**src/rtl/crc_engine_param_if.sv**
```systemverilog
// TinyQV peripheral bus bundle for the CRC engine.
interface crc_engine_param_if;
  logic [5:0]  address;
  logic [31:0] data_in;
  logic [1:0]  data_write_n;
  logic [1:0]  data_read_n;
  logic [31:0] data_out;
  logic        data_ready;
  logic        user_interrupt;

  modport master (
    output address, data_in, data_write_n, data_read_n,
    input  data_out, data_ready, user_interrupt
  );

  modport slave (
    input  address, data_in, data_write_n, data_read_n,
    output data_out, data_ready, user_interrupt
  );
endinterface

```
**src/rtl/crc_engine_param.sv**
```systemverilog
// Parametrised CRC-8..32 engine: word FIFO in front of a bit-serial
// (1/2/4/8 bits per clock) LFSR with programmable poly/init/reflect/xor.
module crc_engine_param #(
  parameter int          CRC_W          = 32,
  parameter int          FIFO_DEPTH     = 4,
  parameter int          BITS_PER_CYCLE = 1,
  parameter logic [31:0] POLY_RST       = 32'h04C11DB7
) (
  input logic               clk,
  input logic               rst_n,
  crc_engine_param_if.slave bus
);
  localparam int               AW      = $clog2(FIFO_DEPTH);
  localparam logic [AW:0]      DEPTH_C = (AW+1)'(FIFO_DEPTH);
  localparam logic [3:0]       BPC     = 4'(BITS_PER_CYCLE);
  localparam logic [2:0]       LAST_BI = 3'(8 - BITS_PER_CYCLE);
  localparam logic [CRC_W-1:0] ONES    = '1;

  localparam logic [5:0] A_CTRL = 6'h00, A_STATUS = 6'h04, A_DATA = 6'h08,
                         A_RESULT = 6'h0C, A_POLY = 6'h10, A_INIT = 6'h14,
                         A_XOR = 6'h18;
  localparam int EN = 0, REFIN = 1, REFOUT = 2, XOREN = 3, IRQEN = 4;

  typedef enum logic [1:0] {IDLE, FETCH, SHIFT} state_t;

  state_t           state_q, state_d;
  logic [4:0]       ctrl_q, ctrl_d;
  logic             ovf_q, ovf_d, done_q, done_d, push_prev_q, push_prev_d;
  logic [CRC_W-1:0] crc_q, crc_d, poly_q, poly_d, init_q, init_d, xorval_q, xorval_d;
  logic [31:0]      fifo_data_q [FIFO_DEPTH];
  logic [31:0]      fifo_data_d [FIFO_DEPTH];
  logic [2:0]       fifo_nb_q [FIFO_DEPTH];
  logic [2:0]       fifo_nb_d [FIFO_DEPTH];
  logic [AW-1:0]    wr_ptr_q, wr_ptr_d, rd_ptr_q, rd_ptr_d;
  logic [AW:0]      count_q, count_d;
  logic [31:0]      word_q, word_d;
  logic [2:0]       nbytes_q, nbytes_d, bit_idx_q, bit_idx_d;
  logic [1:0]       byte_idx_q, byte_idx_d;

  logic             wr_any, busy, empty, full, push_req, push_ok, pop, clear;
  logic [3:0]       lanes;
  logic [2:0]       wr_nbytes;
  logic [31:0]      merged;
  logic [CRC_W-1:0] result;

  function automatic logic [31:0] merge_lanes(input logic [31:0] old_v,
                                              input logic [31:0] new_v,
                                              input logic [3:0]  ln);
    logic [31:0] r;
    for (int i = 0; i < 4; i++) r[8*i +: 8] = ln[i] ? new_v[8*i +: 8] : old_v[8*i +: 8];
    return r;
  endfunction

  function automatic logic [CRC_W-1:0] bitrev(input logic [CRC_W-1:0] v);
    logic [CRC_W-1:0] r;
    for (int i = 0; i < CRC_W; i++) r[i] = v[CRC_W-1-i];
    return r;
  endfunction

  assign wr_any = (bus.data_write_n != 2'b11);
  assign busy   = (state_q != IDLE);
  assign empty  = (count_q == '0);
  assign full   = (count_q == DEPTH_C);
  assign result = (ctrl_q[REFOUT] ? bitrev(crc_q) : crc_q) ^ (ctrl_q[XOREN] ? xorval_q : '0);

  // Byte-lane enables and push size from the write strobe encoding.
  always_comb begin
    lanes     = 4'b0000;
    wr_nbytes = 3'd4;
    case (bus.data_write_n)
      2'b00:   begin lanes = 4'b0001; wr_nbytes = 3'd1; end
      2'b01:   begin lanes = 4'b0011; wr_nbytes = 3'd2; end
      2'b10:   begin lanes = 4'b1111; wr_nbytes = 3'd4; end
      default: begin lanes = 4'b0000; wr_nbytes = 3'd4; end
    endcase
  end

  // Next-state: register writes, FIFO, FSM and CRC datapath; CLEAR overrides last.
  always_comb begin
    logic [7:0]       cur_byte;
    logic [2:0]       pos;
    logic             b, fb;
    logic [CRC_W-1:0] c;
    logic [31:0]      tmp;

    state_d     = state_q;
    ctrl_d      = ctrl_q;
    ovf_d       = ovf_q;
    done_d      = done_q;
    crc_d       = crc_q;
    poly_d      = poly_q;
    init_d      = init_q;
    xorval_d    = xorval_q;
    fifo_data_d = fifo_data_q;
    fifo_nb_d   = fifo_nb_q;
    wr_ptr_d    = wr_ptr_q;
    rd_ptr_d    = rd_ptr_q;
    count_d     = count_q;
    word_d      = word_q;
    nbytes_d    = nbytes_q;
    bit_idx_d   = bit_idx_q;
    byte_idx_d  = byte_idx_q;
    push_req    = 1'b0;
    pop         = 1'b0;
    clear       = 1'b0;
    merged      = 32'h0;
    tmp         = 32'h0;

    if (wr_any) begin
      case (bus.address)
        A_CTRL: begin
          ctrl_d = bus.data_in[4:0];
          clear  = bus.data_in[7];
        end
        A_STATUS: begin
          if (bus.data_in[3]) ovf_d  = 1'b0;
          if (bus.data_in[4]) done_d = 1'b0;
        end
        A_DATA: push_req = 1'b1;
        A_POLY: if (!busy) begin
          merged = merge_lanes(32'(poly_q), bus.data_in, lanes);
          poly_d = merged[CRC_W-1:0];
        end
        A_INIT: if (!busy) begin
          merged = merge_lanes(32'(init_q), bus.data_in, lanes);
          init_d = merged[CRC_W-1:0];
        end
        A_XOR: if (!busy) begin
          merged   = merge_lanes(32'(xorval_q), bus.data_in, lanes);
          xorval_d = merged[CRC_W-1:0];
        end
        default: ;
      endcase
    end

    // Byte being shifted; REFIN picks LSB-first, otherwise MSB-first.
    tmp      = word_q >> {byte_idx_q, 3'b000};
    cur_byte = tmp[7:0];
    c        = crc_q;
    for (int k = 0; k < BITS_PER_CYCLE; k++) begin
      pos = bit_idx_q + 3'(k);
      b   = ctrl_q[REFIN] ? cur_byte[pos] : cur_byte[~pos];
      fb  = c[CRC_W-1] ^ b;
      c   = {c[CRC_W-2:0], 1'b0} ^ (fb ? poly_q : '0);
    end

    case (state_q)
      IDLE: if (ctrl_q[EN] && !empty) state_d = FETCH;
      FETCH: begin
        pop        = !empty;
        word_d     = fifo_data_q[rd_ptr_q];
        nbytes_d   = fifo_nb_q[rd_ptr_q];
        byte_idx_d = 2'd0;
        bit_idx_d  = 3'd0;
        state_d    = SHIFT;
      end
      SHIFT: begin
        crc_d     = c;
        bit_idx_d = bit_idx_q + BPC[2:0];
        if (bit_idx_q == LAST_BI) begin
          byte_idx_d = byte_idx_q + 2'd1;
          if ({1'b0, byte_idx_q} + 3'd1 == nbytes_q) begin
            if (ctrl_q[EN] && !empty) state_d = FETCH;
            else begin
              state_d = IDLE;
              if (ctrl_q[EN]) done_d = 1'b1;
            end
          end
        end
      end
      default: state_d = IDLE;
    endcase

    // A full FIFO still accepts a push when the head leaves in the same cycle.
    push_ok = push_req && (!full || pop);
    if (push_req && !push_ok) ovf_d = 1'b1;
    if (push_ok) begin
      fifo_data_d[wr_ptr_q] = bus.data_in;
      fifo_nb_d[wr_ptr_q]   = wr_nbytes;
      wr_ptr_d              = wr_ptr_q + 1'b1;
    end
    if (pop) rd_ptr_d = rd_ptr_q + 1'b1;
    count_d     = count_q + (AW+1)'(push_ok) - (AW+1)'(pop);
    push_prev_d = push_ok;

    if (clear) begin
      state_d     = IDLE;
      wr_ptr_d    = '0;
      rd_ptr_d    = '0;
      count_d     = '0;
      crc_d       = init_q;
      ovf_d       = 1'b0;
      done_d      = 1'b0;
      push_prev_d = 1'b0;
    end
  end

  // State registers with synchronous active-low reset.
  always_ff @(posedge clk) begin
    if (!rst_n) begin
      state_q     <= IDLE;
      ctrl_q      <= 5'b01110;
      ovf_q       <= 1'b0;
      done_q      <= 1'b0;
      push_prev_q <= 1'b0;
      crc_q       <= ONES;
      poly_q      <= POLY_RST[CRC_W-1:0];
      init_q      <= ONES;
      xorval_q    <= ONES;
      wr_ptr_q    <= '0;
      rd_ptr_q    <= '0;
      count_q     <= '0;
      word_q      <= 32'h0;
      nbytes_q    <= 3'd0;
      bit_idx_q   <= 3'd0;
      byte_idx_q  <= 2'd0;
    end else begin
      state_q     <= state_d;
      ctrl_q      <= ctrl_d;
      ovf_q       <= ovf_d;
      done_q      <= done_d;
      push_prev_q <= push_prev_d;
      crc_q       <= crc_d;
      poly_q      <= poly_d;
      init_q      <= init_d;
      xorval_q    <= xorval_d;
      wr_ptr_q    <= wr_ptr_d;
      rd_ptr_q    <= rd_ptr_d;
      count_q     <= count_d;
      word_q      <= word_d;
      nbytes_q    <= nbytes_d;
      bit_idx_q   <= bit_idx_d;
      byte_idx_q  <= byte_idx_d;
    end
  end

  // FIFO storage; contents are don't-care until pushed, so no reset.
  always_ff @(posedge clk) begin
    fifo_data_q <= fifo_data_d;
    fifo_nb_q   <= fifo_nb_d;
  end

  // Read mux and RESULT stall.
  always_comb begin
    bus.data_out = 32'h0;
    case (bus.address)
      A_CTRL:   bus.data_out = {27'h0, ctrl_q};
      A_STATUS: bus.data_out = {19'h0, 5'(count_q), 3'b000, done_q, ovf_q, full, empty, busy};
      A_RESULT: bus.data_out = 32'(result);
      A_POLY:   bus.data_out = 32'(poly_q);
      A_INIT:   bus.data_out = 32'(init_q);
      A_XOR:    bus.data_out = 32'(xorval_q);
      default:  bus.data_out = 32'h0;
    endcase
    bus.data_ready = 1'b1;
    if (bus.address == A_RESULT && bus.data_read_n != 2'b11)
      bus.data_ready = empty && !busy && !push_prev_q;
  end

  assign bus.user_interrupt = done_q & ctrl_q[IRQEN];
endmodule

```
**src/flat_wrapper.sv**
```systemverilog
// flat-port wrapper written by rule: the top's interface ports become plain ports
module crc_engine_param_flat 
#(
  parameter int          CRC_W          = 32,
  parameter int          FIFO_DEPTH     = 4,
  parameter int          BITS_PER_CYCLE = 1,
  parameter logic [31:0] POLY_RST       = 32'h04C11DB7
)
  (clk, rst_n, bus_address, bus_data_in, bus_data_write_n, bus_data_read_n, bus_data_out, bus_data_ready, bus_user_interrupt);
  crc_engine_param_if bus_i ();
  input logic clk;
  input logic rst_n;
  input wire logic [$bits(bus_i.address)-1:0] bus_address;
  input wire logic [$bits(bus_i.data_in)-1:0] bus_data_in;
  input wire logic [$bits(bus_i.data_write_n)-1:0] bus_data_write_n;
  input wire logic [$bits(bus_i.data_read_n)-1:0] bus_data_read_n;
  output wire logic [$bits(bus_i.data_out)-1:0] bus_data_out;
  output wire logic [$bits(bus_i.data_ready)-1:0] bus_data_ready;
  output wire logic [$bits(bus_i.user_interrupt)-1:0] bus_user_interrupt;
  assign bus_i.address = bus_address;
  assign bus_i.data_in = bus_data_in;
  assign bus_i.data_write_n = bus_data_write_n;
  assign bus_i.data_read_n = bus_data_read_n;
  assign bus_data_out = bus_i.data_out;
  assign bus_data_ready = bus_i.data_ready;
  assign bus_user_interrupt = bus_i.user_interrupt;
  crc_engine_param #(.CRC_W(CRC_W), .FIFO_DEPTH(FIFO_DEPTH), .BITS_PER_CYCLE(BITS_PER_CYCLE), .POLY_RST(POLY_RST)) u_core (.clk(clk), .rst_n(rst_n), .bus(bus_i));
endmodule
```
**config.mk**
```make
export PLATFORM = sky130hd
export DESIGN_NAME = crc_engine_param_flat
export DESIGN_NICKNAME = d
export VERILOG_FILES = /design/src/rtl/crc_engine_param_if.sv /design/src/rtl/crc_engine_param.sv /design/src/flat_wrapper.sv
export SDC_FILE = /design/constraint.sdc
export NUM_CORES = 1
export LEC_CHECK = 0
export CORE_ASPECT_RATIO = 1.5
export CORE_MARGIN = 2
export CORE_UTILIZATION = 35
export DETAILED_ROUTE_END_ITERATION = 12
export HOLD_SLACK_MARGIN = 0.15
export PLACE_DENSITY = 0.49
export SLEW_MARGIN = 5
export SYNTH_ARGS = -nofsm -noshare
export SYNTH_HDL_FRONTEND = slang
export SYNTH_SLANG_ARGS = --single-unit
```
**constraint.sdc**
```tcl
create_clock -name clk -period 6.46 [get_ports clk]
set_input_delay 0.969 -clock clk [delete_from_list [all_inputs] [get_ports clk]]
set_output_delay 0.969 -clock clk [all_outputs]
set_load 0.02 [all_outputs]
```
# ---- After elaboration in Yosys (flattened, before gate mapping)
# Cells that the tools add are included.
dict set report word_totals {
  regBits 325
  input_bits 44
  out_inout_bits 34
  word_cells 164
}
dict set report op_classes {
  n_addsub 7
  n_lt_le_gt_ge 5
  n_eq_ne 18
  n_shift 1
  mux 51
  bitwise 9
  reduce_logical 40
}
# operator n
set ops {}
lappend ops {{$mux W32} 8}
lappend ops {{$pmux W32 S6} 1}
lappend ops {{$bwmux W128} 1}
lappend ops {{$bmux W32 S2} 1}
lappend ops {{$demux W32 S2} 1}
lappend ops {{$xor A32 B32 Y32} 2}
lappend ops {{$reduce_and A4 Y1} 12}
lappend ops {{$shr A32 B5 Y8} 1}
lappend ops {{$mux W1} 22}
lappend ops {{$eq A6 B5 Y1 const B} 3}
lappend ops {{$bwmux W12} 1}
lappend ops {{$eq A6 B4 Y1 const B} 2}
lappend ops {{$pmux W3 S2} 2}
lappend ops {{$pmux W4 S3} 1}
lappend ops {{$reduce_bool A2 Y1} 6}
lappend ops {{$mux W3} 3}
lappend ops {{$lt A3 B4 Y1 const B} 2}
lappend ops {{$mux W2} 4}
lappend ops {{$logic_and A1 B1 Y1} 7}
lappend ops {{$add A2 B1 Y2 const B} 3}
lappend ops {{$bmux W1 S3} 2}
lappend ops {{$bmux W3 S2} 1}
lappend ops {{$demux W3 S2} 1}
lappend ops {{$eq A3 B3 Y1 const B} 2}
lappend ops {{27 further kinds} 42}

# ---- Logic depth before layout (Yosys ltp)
# Gate-level depths: netlist of the first run.
dict set report depth {
  word_depth 9
  depth_mapped 10
  mapped_depth_nobuf 9
}

# ---- Worst setup path before layout of the first run
# Ideal clock, no wire load.
dict set report synth_path {
  path_kind {in2out}
  startpoint {in bus_address[3]}
  endpoint {out bus_data_out[11]}
  t_arrival_ps 2593
  required_ps 5491
  path_slack_ps 2898
  path_stages 6
  path_buffers 2
  cell_sequence {clkbuf_1 -> nand2b_1 -> nor2_1 -> clkbuf_1 -> a31oi_1 -> o21ai_0}
}
dict set report synth_between {
  elab_chain_len 2
  word_cells_on_any_way 7
  classes_between {eq/ne (5); mux (1); reduce/logical (1)}
}
# element line
set synth_lines {}
lappend synth_lines {{start, declared} flat_wrapper.sv:13} ;# input wire logic [$bits(bus_i.address)-1:0] bus_address;
lappend synth_lines {{$eq A6 B5 Y1, or another cell as far along} -}
lappend synth_lines {{$pmux W32 S6 *} crc_engine_param.sv:246} ;# case (bus.address)
lappend synth_lines {{end, declared} flat_wrapper.sv:17} ;# output wire logic [$bits(bus_i.data_out)-1:0] bus_data_out;
# Every way passes the cells marked *; elsewhere a longest branch is shown, timed or not.

# ---- Final worst setup path of the first run
dict set report layout_path {
  startpoint {in bus_address[3]}
  endpoint {out bus_data_out[23]}
}
# The elaborated chain is that of the path after synthesis.

==> metrics.txt, run 1 <==
# TYPE chip_impl_metric gauge
chip_impl_info{name="run_status",value="complete, no violations"} 1
chip_impl_metric{name="placement_rows",unit=""} 93
chip_impl_metric{name="drt-initial-drc-count",unit=""} 767
chip_impl_metric{name="totalWireLength",unit="microns"} 48000
chip_impl_metric{name="post_synth_design_cell_area",unit="sq mm"} 0.0151
chip_impl_metric{name="synth-seq-cells",unit=""} 325
chip_impl_metric{name="cts.reportedPaths.clkPinSlew",unit="ns"} 0.06
chip_impl_info{name="critPathLaunchType",value="input port"} 1
chip_impl_metric{name="hold_buffers",unit=""} 0
chip_impl_metric{name="share_of_flip_flops_with_an_asynchronous_set_or_reset",unit="%"} 0
chip_impl_metric{name="power-per-cell-area",unit="mW/mm^2"} 254
chip_impl_metric{name="yosysWarningCount",unit=""} 0
chip_impl_metric{name="setup_tns",unit="ns"} 0
chip_impl_metric{name="num_vias",unit=""} 11400
chip_impl_metric{name="post-place-ws",unit="ns"} 1.91
chip_impl_metric{name="globalRouteTotalUtil",unit="%"} 21.2
chip_impl_metric{name="first_global_vias",unit=""} 11600
chip_impl_metric{name="post_drt_via_cell_ratio",unit=""} 5.59
chip_impl_metric{name="cts.repair_timing.setup_buffer_count",unit=""} 0
chip_impl_metric{name="number_of_enable_type_register_cells_in_the_synthesized_netlist",unit=""} 140
chip_impl_metric{name="worstMarginPinSlew",unit="ns"} 1.13
chip_impl_metric{name="dieHeight",unit="microns"} 259
chip_impl_metric{name="longest_individual_stage_delay_on_the_worst_path",unit="ns"} 0.72
chip_impl_metric{name="power.leakage",unit="nW"} 6.27
chip_impl_metric{name="nets",unit=""} 1513
chip_impl_metric{name="gp_congestion",unit=""} 0.851
chip_impl_info{name="final_cell_mix",value="sky130_fd_sc_hd__nand2_1 (215), sky130_fd_sc_hd__dfxtp_1 (181), sky130_fd_sc_hd__edfxtp_1 (140)"} 1
chip_impl_metric{name="io_pins",unit=""} 78
chip_impl_metric{name="clock_period_minus_worst_slack",unit="ns"} 4.62
chip_impl_metric{name="timing.final.max_slew_violations",unit=""} 0
chip_impl_metric{name="final_layout_size_suffix_gt1_share",unit="%"} 9.29
chip_impl_metric{name="floorplan.die.width",unit="microns"} 174
chip_impl_metric{name="ir_worst_vdd",unit="V"} 0.000121
chip_impl_metric{name="max-clock-path-buffers",unit=""} 3
chip_impl_metric{name="finalSetupViolations",unit=""} 0
chip_impl_metric{name="port_buffers",unit=""} 77
chip_impl_metric{name="global_route_wire_length_before_repair",unit="microns"} 72300
chip_impl_info{name="cp_slowest_cell",value="sky130_fd_sc_hd__clkdlybuf4s50_1"} 1
chip_impl_metric{name="min_period_over_period",unit="%"} 71.6
chip_impl_metric{name="placeableCoreArea",unit="sq mm"} 0.0428
chip_impl_metric{name="cp_data_required_time",unit="ns"} 5.49
chip_impl_metric{name="postSynthAreaPerCell",unit="sq um"} 10.7
chip_impl_metric{name="maxCapViolCount",unit=""} 0
chip_impl_metric{name="synthCells",unit=""} 1420
chip_impl_metric{name="library_cells_used_by_synthesis",unit=""} 58
chip_impl_metric{name="final.setup.worst_slack",unit="ns"} 1.84
chip_impl_metric{name="drt_drc_violations_left",unit=""} 0
chip_impl_info{name="worst_hold_path_type",value="reg2reg"} 1
chip_impl_metric{name="maximum_number_of_pins_on_one_net_before_global_route_repair",unit=""} 93
chip_impl_info{name="tritoncts",value="yes"} 1
chip_impl_metric{name="routed_wire_length_per_instance",unit="microns"} 23.5
chip_impl_metric{name="route.antenna.remaining_nets",unit=""} 0
chip_impl_metric{name="timing.critical_path.fanout_max",unit=""} 23
chip_impl_info{name="cp-end-kind",value="primary output"} 1
chip_impl_metric{name="n_fill_cell",unit=""} 4289
chip_impl_metric{name="cts_max_level",unit=""} 2
chip_impl_info{name="crit_chain",value="clkdlybuf4s50_1, nand4b_1, inv_1, buf_4, a31oi_1, o21ai_0, clkdlybuf4s50_1"} 1
chip_impl_metric{name="numClockSinks",unit=""} 325
chip_impl_metric{name="grt_antenna_before_repair",unit=""} 1
chip_impl_metric{name="fin_skew",unit="ns"} 0.0125
chip_impl_metric{name="cts_resized",unit=""} 0
chip_impl_metric{name="dp_hpwl",unit="microns"} 31900
chip_impl_metric{name="finalHoldViolations",unit=""} 0
chip_impl_metric{name="initial_core_util",unit="%"} 35.4
chip_impl_info{name="layout.cells.most_common",value="sky130_fd_sc_hd__nand2_1"} 1
chip_impl_metric{name="first_pass_iters",unit=""} 5
chip_impl_metric{name="net_count_after_synthesis",unit=""} 1483
chip_impl_metric{name="maxClockFrequency",unit="GHz"} 0.216
chip_impl_metric{name="design.die.area",unit="sq mm"} 0.0450
chip_impl_metric{name="cts_buffers",unit=""} 34
chip_impl_metric{name="ys_seq_area_share",unit="%"} 52.2
chip_impl_metric{name="relSlewSlack",unit="%"} 24.2
chip_impl_metric{name="area_growth",unit="%"} 14.9
chip_impl_metric{name="crit_arrival",unit="ns"} 3.65
chip_impl_metric{name="clock_latency_of_the_later_clocked_register_in_the_worst_skew_pair",unit="ns"} 0.52
chip_impl_metric{name="grt_overflow_total",unit=""} 0
chip_impl_info{name="clk_root_buffer_cell",value="sky130_fd_sc_hd__clkbuf_16"} 1
chip_impl_info{name="grt_setup_unrepaired",value="no"} 1
chip_impl_info{name="cpMostUsedCell",value="sky130_fd_sc_hd__clkdlybuf4s50_1"} 1
chip_impl_info{name="dominantRegCellSynth",value="sky130_fd_sc_hd__dfxtp_1"} 1
chip_impl_info{name="timing.setup.critical_path_class",value="in2out"} 1
## cells by family (layout without fill, tap and decap cells)
kind of cell	Yosys count	count (layout)	share of synthesized area [%]
compound gates	265	265	12.9
xor+xnor	13	13	0.802
fa+ha+maj	19	19	1.62
buf+inv	171	225	4.64
flops	325	325	52.2
mux	121	121	11.6
other cells	0	1	0
simple gates	506	506	16.2
## metal layers
layer | routed length, microns | track usage [%] | vias up | part of all wire (%)
met5 | 0 | 0 | - | 0
met4 | 1930 | 8.64 | 0 | 4.0
met3 | 1850 | 2.74 | 105 | 3.8
met2 | 26000 | 40.4 | 320 | 54
met1 | 18200 | 23.6 | 5744 | 38
li1 | - | - | 5265 | -
## worst max-delay path, delay by kind of cell
family	cells	cell delay [ns]
buffers and inverters	4	2.02
AO/OA/AOI/OAI	2	0.43
AND/OR/NAND/NOR	1	0.20
## Yosys cell counts (all sizes together) (2+ instances only)
| cell type | instances | area share, % |
|---|---|---|
| nand2 | 218 | 5.5 |
| dfxtp | 185 | 24 |
| edfxtp | 140 | 28 |
| nand3 | 86 | 2.8 |
| clkbuf | 77 | 1.9 |
| mux2i | 77 | 5.1 |
| nor2b | 71 | 2.9 |
| inv | 68 | 1.7 |
| o21ai | 63 | 2.1 |
| nor2 | 52 | 1.3 |
| mux4 | 43 | 6.4 |
| a221o | 31 | 2.0 |
| a311oi | 31 | 1.8 |
| a211oi | 28 | 1.5 |
| a221oi | 28 | 1.6 |
| nor3b | 27 | 1.3 |
| buf | 26 | 1.0 |
| a31oi | 25 | 1.0 |
| a21boi | 20 | 0.99 |
| ha | 18 | 1.5 |
| and3 | 12 | 0.50 |
| o211ai | 12 | 0.60 |
| a22oi | 11 | 0.55 |
| and2 | 10 | 0.43 |
| nor3 | 9 | 0.33 |
| xnor2 | 9 | 0.52 |
| nand2b | 6 | 0.26 |
| a21oi | 5 | 0.17 |
| o22ai | 5 | 0.21 |
| xor2 | 4 | 0.28 |
| nand4 | 3 | 0.12 |
| nand4b | 3 | 0.17 |
| nand3b | 2 | 0.099 |
| nor4 | 2 | 0.18 |
| or2 | 2 | 0.083 |
| or3 | 2 | 0.083 |
## path summary, 6_finish.rpt
| kind | slack, ns | from | to | cells after the start |
|---|---|---|---|---|
| min | 0.48 | u_core.xorval_q[4] | u_core.xorval_q[4] | 2 |
| max reg2reg | 2.89 | u_core.byte_idx_q[0] | u_core.crc_q[13] | 8 |
| max | 1.84 | bus_address[3] | bus_data_out[23] | 7 |
| min reg2reg | 0.48 | u_core.xorval_q[4] | u_core.xorval_q[4] | 2 |
## registers in the layout (all words and copies together) (netlist names), 2 cells and up
signal / count
u_core.fifo_nb_q: 12
u_core.rd_ptr_q: 2
u_core.byte_idx_q: 2
u_core.xorval_q: 32
u_core.count_q: 3
u_core.crc_q: 32
u_core.poly_q: 32
u_core.wr_ptr_q: 2
u_core.init_q: 32
u_core.fifo_data_q: 128
u_core.bit_idx_q: 3
u_core.ctrl_q: 5
u_core.nbytes_q: 3
u_core.word_q: 32
u_core.state_q: 2
## power breakdown
group | internal [mW] | switching [mW] | total [mW] | leakage (nW)
registers | 2.18 | 0.0393 | 2.22 | 2.76
logic | 0.132 | 0.197 | 0.329 | 3.00
clock network | 1.06 | 0.812 | 1.87 | 0.509
## cell type report
type | instances | area [sq um] | share of cell area (%)
clock buffers | 52 | 990 | 5.69
well taps | 570 | 713 | 4.10
diodes | 1 | 2.50 | 0.0144
clock inverters | 8 | 41.3 | 0.237
multi-input cells | 924 | 6570 | 37.7
repair buffers | 97 | 918 | 5.28
flip-flops and latches | 325 | 7910 | 45.5
inverters | 68 | 255 | 1.47
## through the flow
step / hold WS (ns) / utilization (%) / instance area (sq um) / power [mW] / instances
2_1_floorplan: 0.456 / - / 15100 / 2.44 / 1420
3_3_place_gp: 0.472 / 38.2 / 16400 / 2.59 / 1984
3_5_place_dp: 0.476 / 38.2 / 16400 / 2.60 / 1984
4_1_cts: 0.484 / 40.6 / 17400 / 4.46 / 2044
5_1_grt: 0.514 / 40.6 / 17400 / 4.57 / 2045
6_report: 0.483 / 40.6 / 17400 / 4.42 / 2045
(Power assumes the default switching activity.)
==> run 2, diff against run 1 <==
--- a/config.mk
+++ b/config.mk
@@ -10,7 +10,7 @@
 export CORE_UTILIZATION = 35
 export DETAILED_ROUTE_END_ITERATION = 12
 export HOLD_SLACK_MARGIN = 0.15
-export PLACE_DENSITY = 0.49
+export PLACE_DENSITY = 0.51
 export SLEW_MARGIN = 5
 export SYNTH_ARGS = -nofsm -noshare
 export SYNTH_HDL_FRONTEND = slang
==> constraint.sdc (replaced) <==
create_clock -name clk -period 4.2 [get_ports clk]
set_input_delay 0.63 -clock clk [delete_from_list [all_inputs] [get_ports clk]]
set_output_delay 0.63 -clock clk [all_outputs]
set_load 0.02 [all_outputs]
==> run 2 against run 1 <==
- final cell count is 0.83% higher
- combinational power is 55% higher
- register-to-register slack worse by 1.7 ns
- final area is 1.8% higher
- clock skew is 0.0047 ns higher
- critical endpoint is now bus_data_out[28]
- sequential power is 54% higher
- critical path depth is 1 higher
- sequential cell count stayed put
- hold slack better by 0.0045 ns
- count of clock-buffer cells in the layout is 2 lower
- total power is 58% higher
- core utilization is 0.72 points higher
- largest power group unchanged
==> metrics.txt, run 2 (synthesis gave the netlist of run 1 again) <==
# TYPE chip_impl_metric gauge
chip_impl_info{name="run_status",value="complete, no violations"} 1
chip_impl_info{name="tritoncts",value="yes"} 1
chip_impl_info{name="worst_hold_path_type",value="reg2reg"} 1
chip_impl_metric{name="grt_overflow_total",unit=""} 0
chip_impl_metric{name="totalWireLength",unit="microns"} 47600
chip_impl_metric{name="cts_max_level",unit=""} 2
chip_impl_metric{name="first_pass_iters",unit=""} 5
chip_impl_metric{name="design.die.area",unit="sq mm"} 0.0450
chip_impl_metric{name="routed_wire_length_per_instance",unit="microns"} 23.1
chip_impl_info{name="worst_hold_path.endpoint",value="u_core.xorval_q[6]"} 1
chip_impl_metric{name="area_growth",unit="%"} 17.0
chip_impl_metric{name="timing.final.max_slew_violations",unit=""} 0
chip_impl_metric{name="stdcell_count",unit=""} 2062
chip_impl_metric{name="nets",unit=""} 1529
chip_impl_metric{name="grt_antenna_before_repair",unit=""} 1
chip_impl_metric{name="io_pins",unit=""} 78
chip_impl_metric{name="route.antenna.remaining_nets",unit=""} 0
chip_impl_metric{name="placement_rows",unit=""} 93
chip_impl_metric{name="post_drt_via_cell_ratio",unit=""} 5.57
chip_impl_metric{name="globalRouteTotalUtil",unit="%"} 21.1
chip_impl_info{name="layout.cells.most_common",value="sky130_fd_sc_hd__nand2_1"} 1
chip_impl_metric{name="dieHeight",unit="microns"} 259
chip_impl_metric{name="drt_drc_violations_left",unit=""} 0
chip_impl_metric{name="placed_insts",unit=""} 2000
chip_impl_metric{name="ir_worst_vdd",unit="V"} 0.000225
chip_impl_metric{name="relSlewSlack",unit="%"} 32.4
chip_impl_info{name="cp-end-kind",value="primary output"} 1
chip_impl_metric{name="final_layout_size_suffix_gt1_share",unit="%"} 10.7
chip_impl_info{name="timing.setup.critical_path_class",value="in2out"} 1
chip_impl_metric{name="drt-initial-drc-count",unit=""} 777
chip_impl_metric{name="global_route_wire_length_before_repair",unit="microns"} 71400
chip_impl_metric{name="num_vias",unit=""} 11500
chip_impl_metric{name="worstHoldPathCells",unit=""} 2
chip_impl_info{name="cpMostUsedCell",value="sky130_fd_sc_hd__clkdlybuf4s50_1"} 1
chip_impl_metric{name="timing.critical_path.fanout_max",unit=""} 35
chip_impl_metric{name="antenna_diode_count",unit=""} 0
chip_impl_metric{name="max-clock-path-buffers",unit=""} 3
chip_impl_metric{name="finalHoldViolations",unit=""} 0
chip_impl_metric{name="cp_data_required_time",unit="ns"} 3.57
chip_impl_metric{name="hold_ws",unit="ns"} 0.488
chip_impl_metric{name="port_buffers",unit=""} 77
chip_impl_metric{name="fin_skew",unit="ns"} 0.0172
chip_impl_info{name="final_cell_mix",value="sky130_fd_sc_hd__nand2_1 (215), sky130_fd_sc_hd__dfxtp_1 (181), sky130_fd_sc_hd__edfxtp_1 (140)"} 1
chip_impl_info{name="critPathLaunchType",value="input port"} 1
chip_impl_metric{name="largest_register_ff_count",unit=""} 128
chip_impl_metric{name="gp_congestion",unit=""} 0.839
chip_impl_metric{name="cts_buffers",unit=""} 34
chip_impl_info{name="min_from",value="u_core.xorval_q[6]"} 1
chip_impl_info{name="clk_root_buffer_cell",value="sky130_fd_sc_hd__clkbuf_16"} 1
chip_impl_metric{name="clock_latency_of_the_later_clocked_register_in_the_worst_skew_pair",unit="ns"} 0.53
chip_impl_metric{name="cts_resized",unit=""} 0
chip_impl_info{name="cp_slowest_cell",value="sky130_fd_sc_hd__clkdlybuf4s50_1"} 1
chip_impl_metric{name="maxClockFrequency",unit="GHz"} 0.266
chip_impl_metric{name="setup_tns",unit="ns"} 0
chip_impl_info{name="grt_setup_unrepaired",value="no"} 1
chip_impl_info{name="top_register",value="u_core.fifo_data_q"} 1
chip_impl_metric{name="cts.reportedPaths.clkPinSlew",unit="ns"} 0.06
chip_impl_metric{name="n_fill_cell",unit=""} 4199
chip_impl_metric{name="power.leakage",unit="nW"} 6.41
chip_impl_metric{name="initial_core_util",unit="%"} 35.4
chip_impl_info{name="worstReg2RegStart",value="u_core.byte_idx_q[0]"} 1
chip_impl_metric{name="worstMarginPinSlew",unit="ns"} 1.01
chip_impl_metric{name="first_global_vias",unit=""} 11500
chip_impl_metric{name="longest_individual_stage_delay_on_the_worst_path",unit="ns"} 0.68
chip_impl_metric{name="power-per-cell-area",unit="mW/mm^2"} 394
chip_impl_metric{name="maximum_number_of_pins_on_one_net_before_global_route_repair",unit=""} 91
chip_impl_metric{name="placeableCoreArea",unit="sq mm"} 0.0428
chip_impl_metric{name="reg2reg_depth",unit=""} 8
chip_impl_metric{name="timing.reg2reg.setup_slack",unit="ns"} 1.17
chip_impl_info{name="crit_chain",value="clkdlybuf4s50_1, nor3_1, nand2_1, nor3_2, buf_12, a221oi_1, o21ai_0, clkdlybuf4s50_1"} 1
chip_impl_metric{name="numClockSinks",unit=""} 325
chip_impl_metric{name="maxCapViolCount",unit=""} 0
chip_impl_metric{name="min_period_over_period",unit="%"} 89.5
chip_impl_metric{name="finalSetupViolations",unit=""} 0
chip_impl_metric{name="cts.repair_timing.setup_buffer_count",unit=""} 0
chip_impl_metric{name="crit_arrival",unit="ns"} 3.13
chip_impl_metric{name="dp_hpwl",unit="microns"} 32300
chip_impl_metric{name="hold_buffers",unit=""} 0
chip_impl_info{name="endpoint_of_the_worst_register_to_register_path",value="u_core.crc_q[9]"} 1
chip_impl_metric{name="floorplan.die.width",unit="microns"} 174
chip_impl_metric{name="clock_period_minus_worst_slack",unit="ns"} 3.76
[run 2: area by class of cell]
cell class | instances | area [sq um] | share of cell area [%]
multi-input combinational | 924 | 6560 | 37.0
clock inverter | 12 | 110 | 0.622
tap | 570 | 713 | 4.03
timing repair buffer | 113 | 1140 | 6.43
inverter | 68 | 255 | 1.44
clock buffer | 50 | 1020 | 5.78
sequential | 325 | 7910 | 44.7
[run 2: metal layers]
layer / GRT usage, % / part of all wire (%) / up-vias
met5: 0 / 0 / -
met4: 10.6 / 5.1 / 0
met3: 2.35 / 3.2 / 106
met2: 39.7 / 54 / 319
met1: 23.4 / 38 / 5763
li1: - / - / 5297
[run 2: power breakdown]
part           switching (mW)  internal (mW)
logic                   0.303          0.208
registers              0.0617           3.35
clock network            1.29           1.77
total                    1.66           5.33
[run 2: through the flow]
step	util [%]	instance area (sq um)	setup WS (ns)	power, mW
finish	41.4	17700	0.441	6.98
floorplan	-	15100	1.03	3.76
CTS	41.4	17700	0.423	7.05
global placement	38.7	16600	0.427	3.99
detailed placement	38.7	16600	0.441	3.99
global route	41.4	17700	0.253	7.21
[run 2: critical path: cells and delay by family]
family | cells | cell delay [ns]
AO/OA/AOI/OAI | 2 | 0.27
buffers and inverters | 3 | 1.35
AND/OR/NAND/NOR | 3 | 0.84
[run 2: worst max-delay path by stage]
stage,startpoint,endpoint,slack (ns),cells after the start
floorplan,bus_address[5],u_core.fifo_data_q[0],1.03,6
CTS,bus_address[5],bus_data_out[30],0.42,8
global placement,bus_address[5],bus_data_out[30],0.43,8
detailed placement,bus_address[5],bus_data_out[30],0.44,8
finish,bus_address[5],bus_data_out[28],0.44,8
global route,bus_address[5],bus_data_out[30],0.25,8
==> run 3, diff against run 2 <==
--- a/config.mk
+++ b/config.mk
@@ -7,10 +7,10 @@
 export LEC_CHECK = 0
 export CORE_ASPECT_RATIO = 1.5
 export CORE_MARGIN = 2
-export CORE_UTILIZATION = 35
+export CORE_UTILIZATION = 30
 export DETAILED_ROUTE_END_ITERATION = 12
 export HOLD_SLACK_MARGIN = 0.15
-export PLACE_DENSITY = 0.51
+export PLACE_DENSITY = 0.45
 export SLEW_MARGIN = 5
 export SYNTH_ARGS = -nofsm -noshare
 export SYNTH_HDL_FRONTEND = slang
==> run 3 against run 2 <==
- setup slack worse by 0.049 ns
- first-iteration DRC count is 7.3% lower
- total power grew 2.5%
==> metrics.txt, run 3 (synthesis gave the netlist of run 1 again) <==
# TYPE chip_impl_metric gauge
chip_impl_info{name="run_status",value="complete, no violations"} 1
chip_impl_metric{name="ir_worst_vdd",unit="V"} 0.000254
chip_impl_info{name="timing.setup.critical_path_class",value="in2out"} 1
chip_impl_metric{name="placed_insts",unit=""} 2091
chip_impl_metric{name="grt_antenna_before_repair",unit=""} 0
chip_impl_info{name="grt_setup_unrepaired",value="no"} 1
chip_impl_metric{name="global_route_wire_length_before_repair",unit="microns"} 74300
chip_impl_metric{name="min_period_over_period",unit="%"} 90.7
chip_impl_metric{name="clock_latency_of_the_later_clocked_register_in_the_worst_skew_pair",unit="ns"} 0.52
chip_impl_metric{name="reg2reg_depth",unit=""} 8
chip_impl_info{name="endpoint_of_the_worst_register_to_register_path",value="u_core.crc_q[29]"} 1
chip_impl_metric{name="finalSetupViolations",unit=""} 0
chip_impl_info{name="final_cell_mix",value="sky130_fd_sc_hd__nand2_1 (215), sky130_fd_sc_hd__dfxtp_1 (181), sky130_fd_sc_hd__edfxtp_1 (140)"} 1
chip_impl_metric{name="initial_core_util",unit="%"} 30.4
chip_impl_metric{name="post-place-ws",unit="ns"} 0.460
chip_impl_metric{name="num_vias",unit=""} 11300
chip_impl_metric{name="design.die.area",unit="sq mm"} 0.0523
chip_impl_info{name="worst_hold_path_type",value="reg2reg"} 1
chip_impl_metric{name="setup_tns",unit="ns"} 0
chip_impl_metric{name="timing.critical_path.fanout_max",unit=""} 34
chip_impl_metric{name="post_drt_via_cell_ratio",unit=""} 5.23
chip_impl_metric{name="max-clock-path-buffers",unit=""} 3
chip_impl_metric{name="nets",unit=""} 1529
chip_impl_metric{name="placement_rows",unit=""} 100
chip_impl_metric{name="route.antenna.remaining_nets",unit=""} 0
chip_impl_metric{name="hold_buffers",unit=""} 0
chip_impl_metric{name="worstHoldPathCells",unit=""} 2
chip_impl_metric{name="maximum_number_of_pins_on_one_net_before_global_route_repair",unit=""} 60
chip_impl_metric{name="total_power",unit="mW"} 7.16
chip_impl_info{name="worst_hold_path.endpoint",value="u_core.xorval_q[3]"} 1
chip_impl_info{name="layout.cells.most_common",value="sky130_fd_sc_hd__nand2_1"} 1
chip_impl_metric{name="relSlewSlack",unit="%"} 28.7
chip_impl_metric{name="first_pass_iters",unit=""} 5
chip_impl_metric{name="n_fill_cell",unit=""} 5086
chip_impl_info{name="critPathLaunchType",value="input port"} 1
chip_impl_metric{name="cts_resized",unit=""} 0
chip_impl_metric{name="hold_ws",unit="ns"} 0.483
chip_impl_metric{name="postPlaceCellArea",unit="sq mm"} 0.0167
chip_impl_info{name="tritoncts",value="yes"} 1
chip_impl_metric{name="post-route-cell-area",unit="sq mm"} 0.0179
chip_impl_metric{name="maxCapViolCount",unit=""} 0
chip_impl_metric{name="maxClockFrequency",unit="GHz"} 0.263
chip_impl_metric{name="cts_max_level",unit=""} 2
chip_impl_metric{name="cp_data_required_time",unit="ns"} 3.57
chip_impl_metric{name="routed_wire_length_per_instance",unit="microns"} 23.2
chip_impl_metric{name="port_buffers",unit=""} 77
chip_impl_metric{name="clock_period_minus_worst_slack",unit="ns"} 3.81
chip_impl_metric{name="power-per-cell-area",unit="mW/mm^2"} 400
chip_impl_metric{name="final_core_util",unit="%"} 35.9
chip_impl_metric{name="finalHoldViolations",unit=""} 0
chip_impl_metric{name="first_global_vias",unit=""} 11400
chip_impl_metric{name="gp_congestion",unit=""} 0.863
chip_impl_metric{name="cts_buffers",unit=""} 36
chip_impl_metric{name="io_pins",unit=""} 78
chip_impl_info{name="cp-end-kind",value="primary output"} 1
chip_impl_metric{name="fin_skew",unit="ns"} 0.0119
chip_impl_metric{name="area_growth",unit="%"} 18.1
chip_impl_metric{name="crit_arrival",unit="ns"} 3.18
chip_impl_info{name="clk_root_buffer_cell",value="sky130_fd_sc_hd__clkbuf_16"} 1
chip_impl_metric{name="globalRouteTotalUtil",unit="%"} 18.9
chip_impl_metric{name="dieHeight",unit="microns"} 279
chip_impl_metric{name="numClockSinks",unit=""} 325
chip_impl_metric{name="drt_drc_violations_left",unit=""} 0
chip_impl_metric{name="timing.reg2reg.setup_slack",unit="ns"} 1.10
chip_impl_metric{name="final.setup.worst_slack",unit="ns"} 0.392
chip_impl_metric{name="totalWireLength",unit="microns"} 50000
chip_impl_metric{name="largest_register_ff_count",unit=""} 128
chip_impl_info{name="min_from",value="u_core.xorval_q[3]"} 1
chip_impl_metric{name="power.leakage",unit="nW"} 6.43
chip_impl_info{name="top_register",value="u_core.fifo_data_q"} 1
chip_impl_metric{name="floorplan.die.width",unit="microns"} 187
chip_impl_metric{name="stdcell_count",unit=""} 2157
chip_impl_metric{name="worstMarginPinSlew",unit="ns"} 1.07
chip_impl_metric{name="cts.repair_timing.setup_buffer_count",unit=""} 0
chip_impl_info{name="worstReg2RegStart",value="u_core.byte_idx_q[0]"} 1
chip_impl_metric{name="placeableCoreArea",unit="sq mm"} 0.0498
chip_impl_metric{name="drt-initial-drc-count",unit=""} 720
chip_impl_metric{name="dp_hpwl",unit="microns"} 34300
chip_impl_metric{name="final_layout_size_suffix_gt1_share",unit="%"} 10.8
chip_impl_metric{name="antenna_diode_count",unit=""} 0
chip_impl_metric{name="grt_overflow_total",unit=""} 0
chip_impl_metric{name="cts.reportedPaths.clkPinSlew",unit="ns"} 0.06
chip_impl_metric{name="timing.final.max_slew_violations",unit=""} 0
[run 3: report_power, final]
group          total [mW]  switching, mW  internal [mW]
Sequential           3.40         0.0526           3.35
Combinational       0.511          0.305          0.207
Clock                3.24           1.32           1.93
[run 3: worst max path at each step]
| stage | startpoint | end | slack [ns] | depth (start not counted) |
|---|---|---|---|---|
| after detailed placement | bus_address[5] | bus_data_out[5] | 0.46 | 8 |
| final | bus_address[5] | bus_data_out[5] | 0.39 | 8 |
| after global routing | bus_address[5] | bus_data_out[5] | 0.26 | 8 |
| after floorplan | bus_address[5] | u_core.fifo_data_q[0] | 1.03 | 6 |
| after CTS | bus_address[5] | bus_data_out[5] | 0.43 | 8 |
| after global placement | bus_address[5] | bus_data_out[5] | 0.45 | 8 |
[run 3: worst max-delay path: stages]
cell                              delay, ns
sky130_fd_sc_hd__clkdlybuf4s50_1       0.42
sky130_fd_sc_hd__nor3_1                0.25
sky130_fd_sc_hd__nand2_1               0.25
sky130_fd_sc_hd__nor2_2                0.24
sky130_fd_sc_hd__buf_12                0.23
sky130_fd_sc_hd__a31oi_1               0.06
sky130_fd_sc_hd__o21ai_0               0.38
sky130_fd_sc_hd__clkdlybuf4s50_1       0.69
[run 3: routing by layer]
metal	vias to the layer above	part of all wire, %	global-route usage, %
li1	5288	-	-
met2	240	55	36.3
met4	0	4.4	8.44
met1	5664	38	21.1
met3	89	2.6	1.67
met5	-	0	0
[run 3: final cells by class]
class,count,area (sq um),area share [%]
clock buffers,53,1050,5.86
clock inverters,13,156,0.875
inverters,68,255,1.43
multi-input cells,924,6560,36.7
flip-flops and latches,325,7910,44.3
well taps,663,830,4.64
repair buffers,111,1120,6.27
